[src/rtl/spi_controller_if.sv]
// Request handshake, status and SPI bus signals of spi_controller.
// master: the controller side (drives the SPI bus and status).
// slave:  the requester/peripheral side.
interface spi_controller_if;
   logic       req_valid;
   logic       req_ready;
   logic [6:0] req_addr;
   logic [7:0] req_data;
   logic       busy;
   logic       done;
   logic       err;
   logic       SCLK;
   logic       COPI;
   logic       nCS;

   modport master (
      input  req_valid, req_addr, req_data,
      output req_ready, busy, done, err, SCLK, COPI, nCS
   );

   modport slave (
      output req_valid, req_addr, req_data,
      input  req_ready, busy, done, err, SCLK, COPI, nCS
   );
endinterface

[src/rtl/spi_controller.sv]
// Write-only SPI controller, mode 0, MSB first.
// Frame: {1'b1 (write), addr[6:0], data[7:0]}, SCLK half-period = CLK_DIV clk cycles.
// Optional macro SPI_CTRL_ADDR_CHECK_EN: requests with req_addr > 7'h04 are rejected
// with a one-cycle err pulse and produce no bus activity.
module spi_controller #(
   parameter int CLK_DIV = 4
) (
   input  logic             clk,
   input  logic             rst_n,
   spi_controller_if.master bus
);
   localparam int PW = $clog2(CLK_DIV) + 1;
   localparam logic [PW-1:0] PH_LAST  = PW'(CLK_DIV - 1);
   localparam logic [PW-1:0] GAP_LAST = PW'(CLK_DIV - 2);

   typedef enum logic [2:0] {S_IDLE, S_SETUP, S_HIGH, S_LOW, S_GAP} state_t;

   state_t        state, state_d;
   logic [PW-1:0] phase;
   logic [4:0]    bit_cnt;
   logic [15:0]   shreg;
   logic          ready_q, busy_q, done_q, sclk_q, copi_q, ncs_q;
   logic          ready_d, done_d, sclk_d, copi_d, ncs_d;
   logic          accept, addr_bad, phase_end, shift_edge;

   assign accept     = bus.req_valid && ready_q;
   assign phase_end  = (phase == PH_LAST);
   assign shift_edge = (state == S_HIGH) && (state_d == S_LOW);

`ifdef SPI_CTRL_ADDR_CHECK_EN
   logic err_q;
   assign addr_bad = (bus.req_addr > 7'h04);
   // Reject pulse for an out-of-range address, one cycle after the accept edge
   always_ff @(posedge clk) begin
      if (!rst_n) err_q <= 1'b0;
      else        err_q <= accept && addr_bad;
   end
   assign bus.err = err_q;
`else
   assign addr_bad = 1'b0;
   assign bus.err  = 1'b0;
`endif

   // Next-state and next registered-output values
   always_comb begin
      state_d = state;
      case (state)
         S_IDLE:  if (accept && !addr_bad) state_d = S_SETUP;
         S_SETUP: if (phase_end) state_d = S_HIGH;
         S_HIGH:  if (phase_end) state_d = S_LOW;
         S_LOW:   if (phase_end) state_d = (bit_cnt == 5'd16) ? S_GAP : S_HIGH;
         // GAP ends one cycle early: the following IDLE cycle completes the
         // CLK_DIV-cycle nCS-high gap, so accepts can be 34*CLK_DIV apart.
         S_GAP:   if (phase == GAP_LAST) state_d = S_IDLE;
         default: state_d = S_IDLE;
      endcase

      ncs_d   = !(state_d == S_SETUP || state_d == S_HIGH || state_d == S_LOW);
      sclk_d  = (state_d == S_HIGH);
      ready_d = (state_d == S_IDLE);
      done_d  = (state == S_LOW) && (state_d == S_GAP);
      copi_d  = copi_q;
      if (ncs_d)
         copi_d = 1'b0;
      else if (state == S_IDLE)
         copi_d = 1'b1;                 // frame[15], the write flag
      else if (shift_edge && bit_cnt != 5'd15)
         copi_d = shreg[14];            // next bit; after bit 0 COPI holds
   end

   // State register and phase counter
   always_ff @(posedge clk) begin
      if (!rst_n) begin
         state <= S_IDLE;
         phase <= '0;
      end else begin
         state <= state_d;
         phase <= (state_d != state || state == S_IDLE) ? '0 : phase + 1'b1;
      end
   end

   // Frame shift register and bit counter
   always_ff @(posedge clk) begin
      if (!rst_n) begin
         bit_cnt <= '0;
         shreg   <= '0;
      end else if (accept) begin
         bit_cnt <= '0;
         shreg   <= {1'b1, bus.req_addr, bus.req_data};
      end else if (shift_edge) begin
         bit_cnt <= bit_cnt + 1'b1;
         if (bit_cnt != 5'd15) shreg <= {shreg[14:0], 1'b0};
      end
   end

   // Registered bus and status outputs
   always_ff @(posedge clk) begin
      if (!rst_n) begin
         ready_q <= 1'b1;
         busy_q  <= 1'b0;
         done_q  <= 1'b0;
         sclk_q  <= 1'b0;
         copi_q  <= 1'b0;
         ncs_q   <= 1'b1;
      end else begin
         ready_q <= ready_d;
         busy_q  <= !ready_d;
         done_q  <= done_d;
         sclk_q  <= sclk_d;
         copi_q  <= copi_d;
         ncs_q   <= ncs_d;
      end
   end

   assign bus.req_ready = ready_q;
   assign bus.busy      = busy_q;
   assign bus.done      = done_q;
   assign bus.SCLK      = sclk_q;
   assign bus.COPI      = copi_q;
   assign bus.nCS       = ncs_q;
endmodule

[src/flat_wrapper.sv]
// flat-port wrapper written by rule: the top's interface ports become plain ports
module spi_controller_flat 
#(
   parameter int CLK_DIV = 4
)
  (clk, rst_n, bus_req_valid, bus_req_addr, bus_req_data, bus_req_ready, bus_busy, bus_done, bus_err, bus_SCLK, bus_COPI, bus_nCS);
  spi_controller_if bus_i ();
  input  logic clk;
  input  logic rst_n;
  input wire logic [$bits(bus_i.req_valid)-1:0] bus_req_valid;
  input wire logic [$bits(bus_i.req_addr)-1:0] bus_req_addr;
  input wire logic [$bits(bus_i.req_data)-1:0] bus_req_data;
  output wire logic [$bits(bus_i.req_ready)-1:0] bus_req_ready;
  output wire logic [$bits(bus_i.busy)-1:0] bus_busy;
  output wire logic [$bits(bus_i.done)-1:0] bus_done;
  output wire logic [$bits(bus_i.err)-1:0] bus_err;
  output wire logic [$bits(bus_i.SCLK)-1:0] bus_SCLK;
  output wire logic [$bits(bus_i.COPI)-1:0] bus_COPI;
  output wire logic [$bits(bus_i.nCS)-1:0] bus_nCS;
  assign bus_i.req_valid = bus_req_valid;
  assign bus_i.req_addr = bus_req_addr;
  assign bus_i.req_data = bus_req_data;
  assign bus_req_ready = bus_i.req_ready;
  assign bus_busy = bus_i.busy;
  assign bus_done = bus_i.done;
  assign bus_err = bus_i.err;
  assign bus_SCLK = bus_i.SCLK;
  assign bus_COPI = bus_i.COPI;
  assign bus_nCS = bus_i.nCS;
  spi_controller #(.CLK_DIV(CLK_DIV)) u_core (.clk(clk), .rst_n(rst_n), .bus(bus_i));
endmodule
[config.mk]
export PLATFORM = sky130hd
export DESIGN_NAME = spi_controller_flat
export DESIGN_NICKNAME = d
export VERILOG_FILES = /design/src/rtl/spi_controller_if.sv /design/src/rtl/spi_controller.sv /design/src/flat_wrapper.sv
export SDC_FILE = /design/constraint.sdc
export NUM_CORES = 1
export LEC_CHECK = 0
export ABC_CLOCK_PERIOD_IN_PS = 2290
export CORE_UTILIZATION = 44
export CTS_CLUSTER_SIZE = 40
export DETAILED_ROUTE_END_ITERATION = 10
export HOLD_SLACK_MARGIN = 0.02
export PLACE_DENSITY = 0.69
export SETUP_SLACK_MARGIN = 0.4
export SLEW_MARGIN = 20
export SYNTH_ARGS = -nofsm -noshare
export SYNTH_HDL_FRONTEND = slang
export SYNTH_SLANG_ARGS = --single-unit
[constraint.sdc]
create_clock -name clk -period 2.29 [get_ports clk]
set_input_delay 0.458 -clock clk [delete_from_list [all_inputs] [get_ports clk]]
set_output_delay 0.458 -clock clk [all_outputs]
set_load 0.01 [all_outputs]
==> flow_summary.yaml <==
timing:
  drv_slew: 0
  max_freq_mhz: 592
  hold_violations: 0
  clock_skew_ns: 0.0141
  setup-tns-final_ns: 0
  relSlewSlack: 0.616
  period_minus_slack_ns: 1.69
  finalCritPeriodShare: 0.738
  worstMarginPinSlew_ns: 0.562
  setup_viol: 0
  rsz0062_at_grt: "false"
setup_path:
  critPathMostFrequentCell: "ha_1"
  reg2reg_depth: 6
  critPathKind: "reg -> reg"
  endpoint: "u_core.shreg[4]"
  critPathLaunchType: "flop"
  cp.required_ns: 2.53
  cp_slowest_stage_delay_ns: 0.37
  rr_endpoint: "u_core.shreg[4]"
  worstPathCellList: "ha_1 -> ha_1 -> and4bb_2 -> and2b_4 -> nand2_1 -> a31oi_1"
  rrSetupSlack_ns: 0.60
  crit_slowest_cell: "and4bb_2"
  cp-end-kind: "flop"
  crit_fanout: 14
  cp-startpoint: "u_core.phase[0]"
  critPathArrivalTime_ns: 1.93
  r2r_start: "u_core.phase[0]"
clock_tree:
  insertion_delay_ns: 0.32
  cts.hold.buffers_added: 0
  clk_pin_slew_ns: 0.10
  cts_root_buf: "clkbuf_4"
  clk_path_buf_depth: 2
  htreeDepth: 2
  cts_inserted_buffers: 5
  cts_tree: "built"
  post_cts_resized: 1
  cts_num_sinks: 32
  post_cts_buffers: 0
cells_and_area:
  antennaDiodeCount: 0
  fin_nets: 211
  stdcell_count: 231
  drive_above_1_share: 0.0749
  area_growth_pct: 20.8
power:
  power.density_mw_per_mm2: 632
  peakVddDrop_mv: 0.333
  power.leakage_nw: 0.619
grt:
  grt_max_degree: 23
  grt_use_total: 0.170
  grt_overflow: 0
  grt_pass1_vias: 1017
  grt_first_pass_wirelength_mm: 4.40
  grt_antenna_before_repair: 0
placed_design:
  dp_cells: 224
  io_buffers: 23
  dpl.hpwl_mm: 1.85
  gp_congestion: 0.753
logic_synthesis:
  synth_area_mm2: 0.00140
  async_flop_share: 0
  synth-seq-cells: 32
  netlist_instances: 167
  synth_top_area_frac: 0.458
  synth.yosys.warnings: 0
  ys_types: 32
  postSynthNetCount: 191
  ys_seq_area_frac: 0.458
  synth_enable_flop_cells: 0
  synth_common_cells: "nand2_1, dfxtp_1, o21ai_0"
  synth_area_leaders: "dfxtp_1, nand2_1, a31oi_1"
  synth_ff_type: "dfxtp_1"
  yosys.cell_count.top_type: "nand2_1"
  synth_top_cell_by_area: "dfxtp_1"
  synth_area_per_cell_um2: 8.38
floorplanning:
  core_area_mm2: 0.00303
  ios: 25
  die_w_um: 58.4
  rows: 20
  die_h_um: 58.4
  die_area_mm2: 0.00341
  start_util: 0.462
detailed_routing:
  postRouteAntennaNets: 0
  num_vias: 1182
  wl_mm: 2.59
  drtIter0Drc: 44
  drt_pass1_iterations: 4
  drcViolationCount: 0
  viasPerCell: 5.12
  wl_per_cell_um: 11.2
outcome:
  outcome: "finished clean"
hold_path:
  hold_path_class: "reg -> reg"
run:
  maxCapViolCount: 0
layer usage:
layer | up-vias | track usage | wire, µm
met5 | - | 0 | 0
met4 | 0 | 0.0646 | 38
met3 | 5 | 0.0527 | 143
met2 | 33 | 0.266 | 1150
met1 | 537 | 0.221 | 1260
li1 | 607 | - | -
how the worst min path moves through the flow:
stage / from / to / slack [ns] / cells after the start
2_1_floorplan: u_core.phase[0] / u_core.phase[0] / 0.42 / 1
3_3_place_gp: u_core.phase[0] / u_core.phase[0] / 0.43 / 1
3_5_place_dp: u_core.phase[0] / u_core.phase[0] / 0.44 / 1
4_1_cts: u_core.phase[0] / u_core.phase[0] / 0.46 / 1
5_1_grt: u_core.shreg[11] / u_core.shreg[12] / 0.48 / 2
6_report: u_core.phase[0] / u_core.phase[0] / 0.45 / 1
where the power goes:
group	switching [mW]	total [mW]	internal [mW]	leakage, nW
combinational	0.0492	0.111	0.0614	0.319
sequential	0.0179	0.605	0.587	0.263
clock	0.180	0.354	0.174	0.0374
cells in the final DEF, fill, tap and decap left out, types with 3 or more instances in the layout:
cell type,Yosys,layout
nand2_1,34,34
dfxtp_1,32,32
clkdlybuf4s50_1,0,23
o21ai_0,16,16
a31oi_1,15,15
nor2_1,14,14
inv_1,6,6
a21oi_1,6,6
ha_1,6,6
clkbuf_4,0,5
buf_4,3,3
kinds of logic after synthesis:
family / count (synthesis) / synth area share
AOI/OAI and AO/OA: 44 / 0.187
xor gates and xnor gates: 3 / 0.0188
adders and majority gates: 6 / 0.0536
buffers and inverters: 19 / 0.0769
DFF: 32 / 0.458
other: 1 / 0.00268
and+or+nand+nor: 62 / 0.204
worst max-delay path: cells and delay by family (launching register included):
family / cells / cell delay [ns]
flip-flops: 1 / 0.36
adder cells (fa/ha/maj): 2 / 0.32
AO/OA/AOI/OAI: 1 / 0.16
AND/OR/NAND/NOR: 3 / 0.76
flip-flops by register name (all words and copies together), names as in the netlist:
signal and cells:
u_core.phase 3, u_core.bus.done 1, u_core.shreg 15, u_core.bus.COPI 1
u_core.bus.nCS 1, u_core.bus.busy 1, u_core.bus.SCLK 1, u_core.bit_cnt 5
u_core.bus.req_ready 1, u_core.state 3
cell type report:
class / count / area (µm²)
multi-input cells: 116 / 656
inverters: 6 / 22.5
flip-flops and latches: 32 / 641
clock buffers: 7 / 65.1
repair buffers: 26 / 253
well taps: 44 / 55.1
fillers: 283 / 1340
per-stage QoR:
stage | hold slack (ns) | util | setup slack (ns) | area (µm²) | total power, mW
after floorplan | 0.417 | - | 0.532 | 1400 | 0.676
after global placement | 0.427 | 0.536 | 0.435 | 1620 | 0.724
after detailed placement | 0.439 | 0.536 | 0.415 | 1620 | 0.729
after CTS | 0.456 | 0.558 | 0.446 | 1690 | 1.08
after global routing | 0.482 | 0.559 | 0.456 | 1690 | 1.12
final | 0.449 | 0.559 | 0.600 | 1690 | 1.07
(Power assumes the default switching activity.)
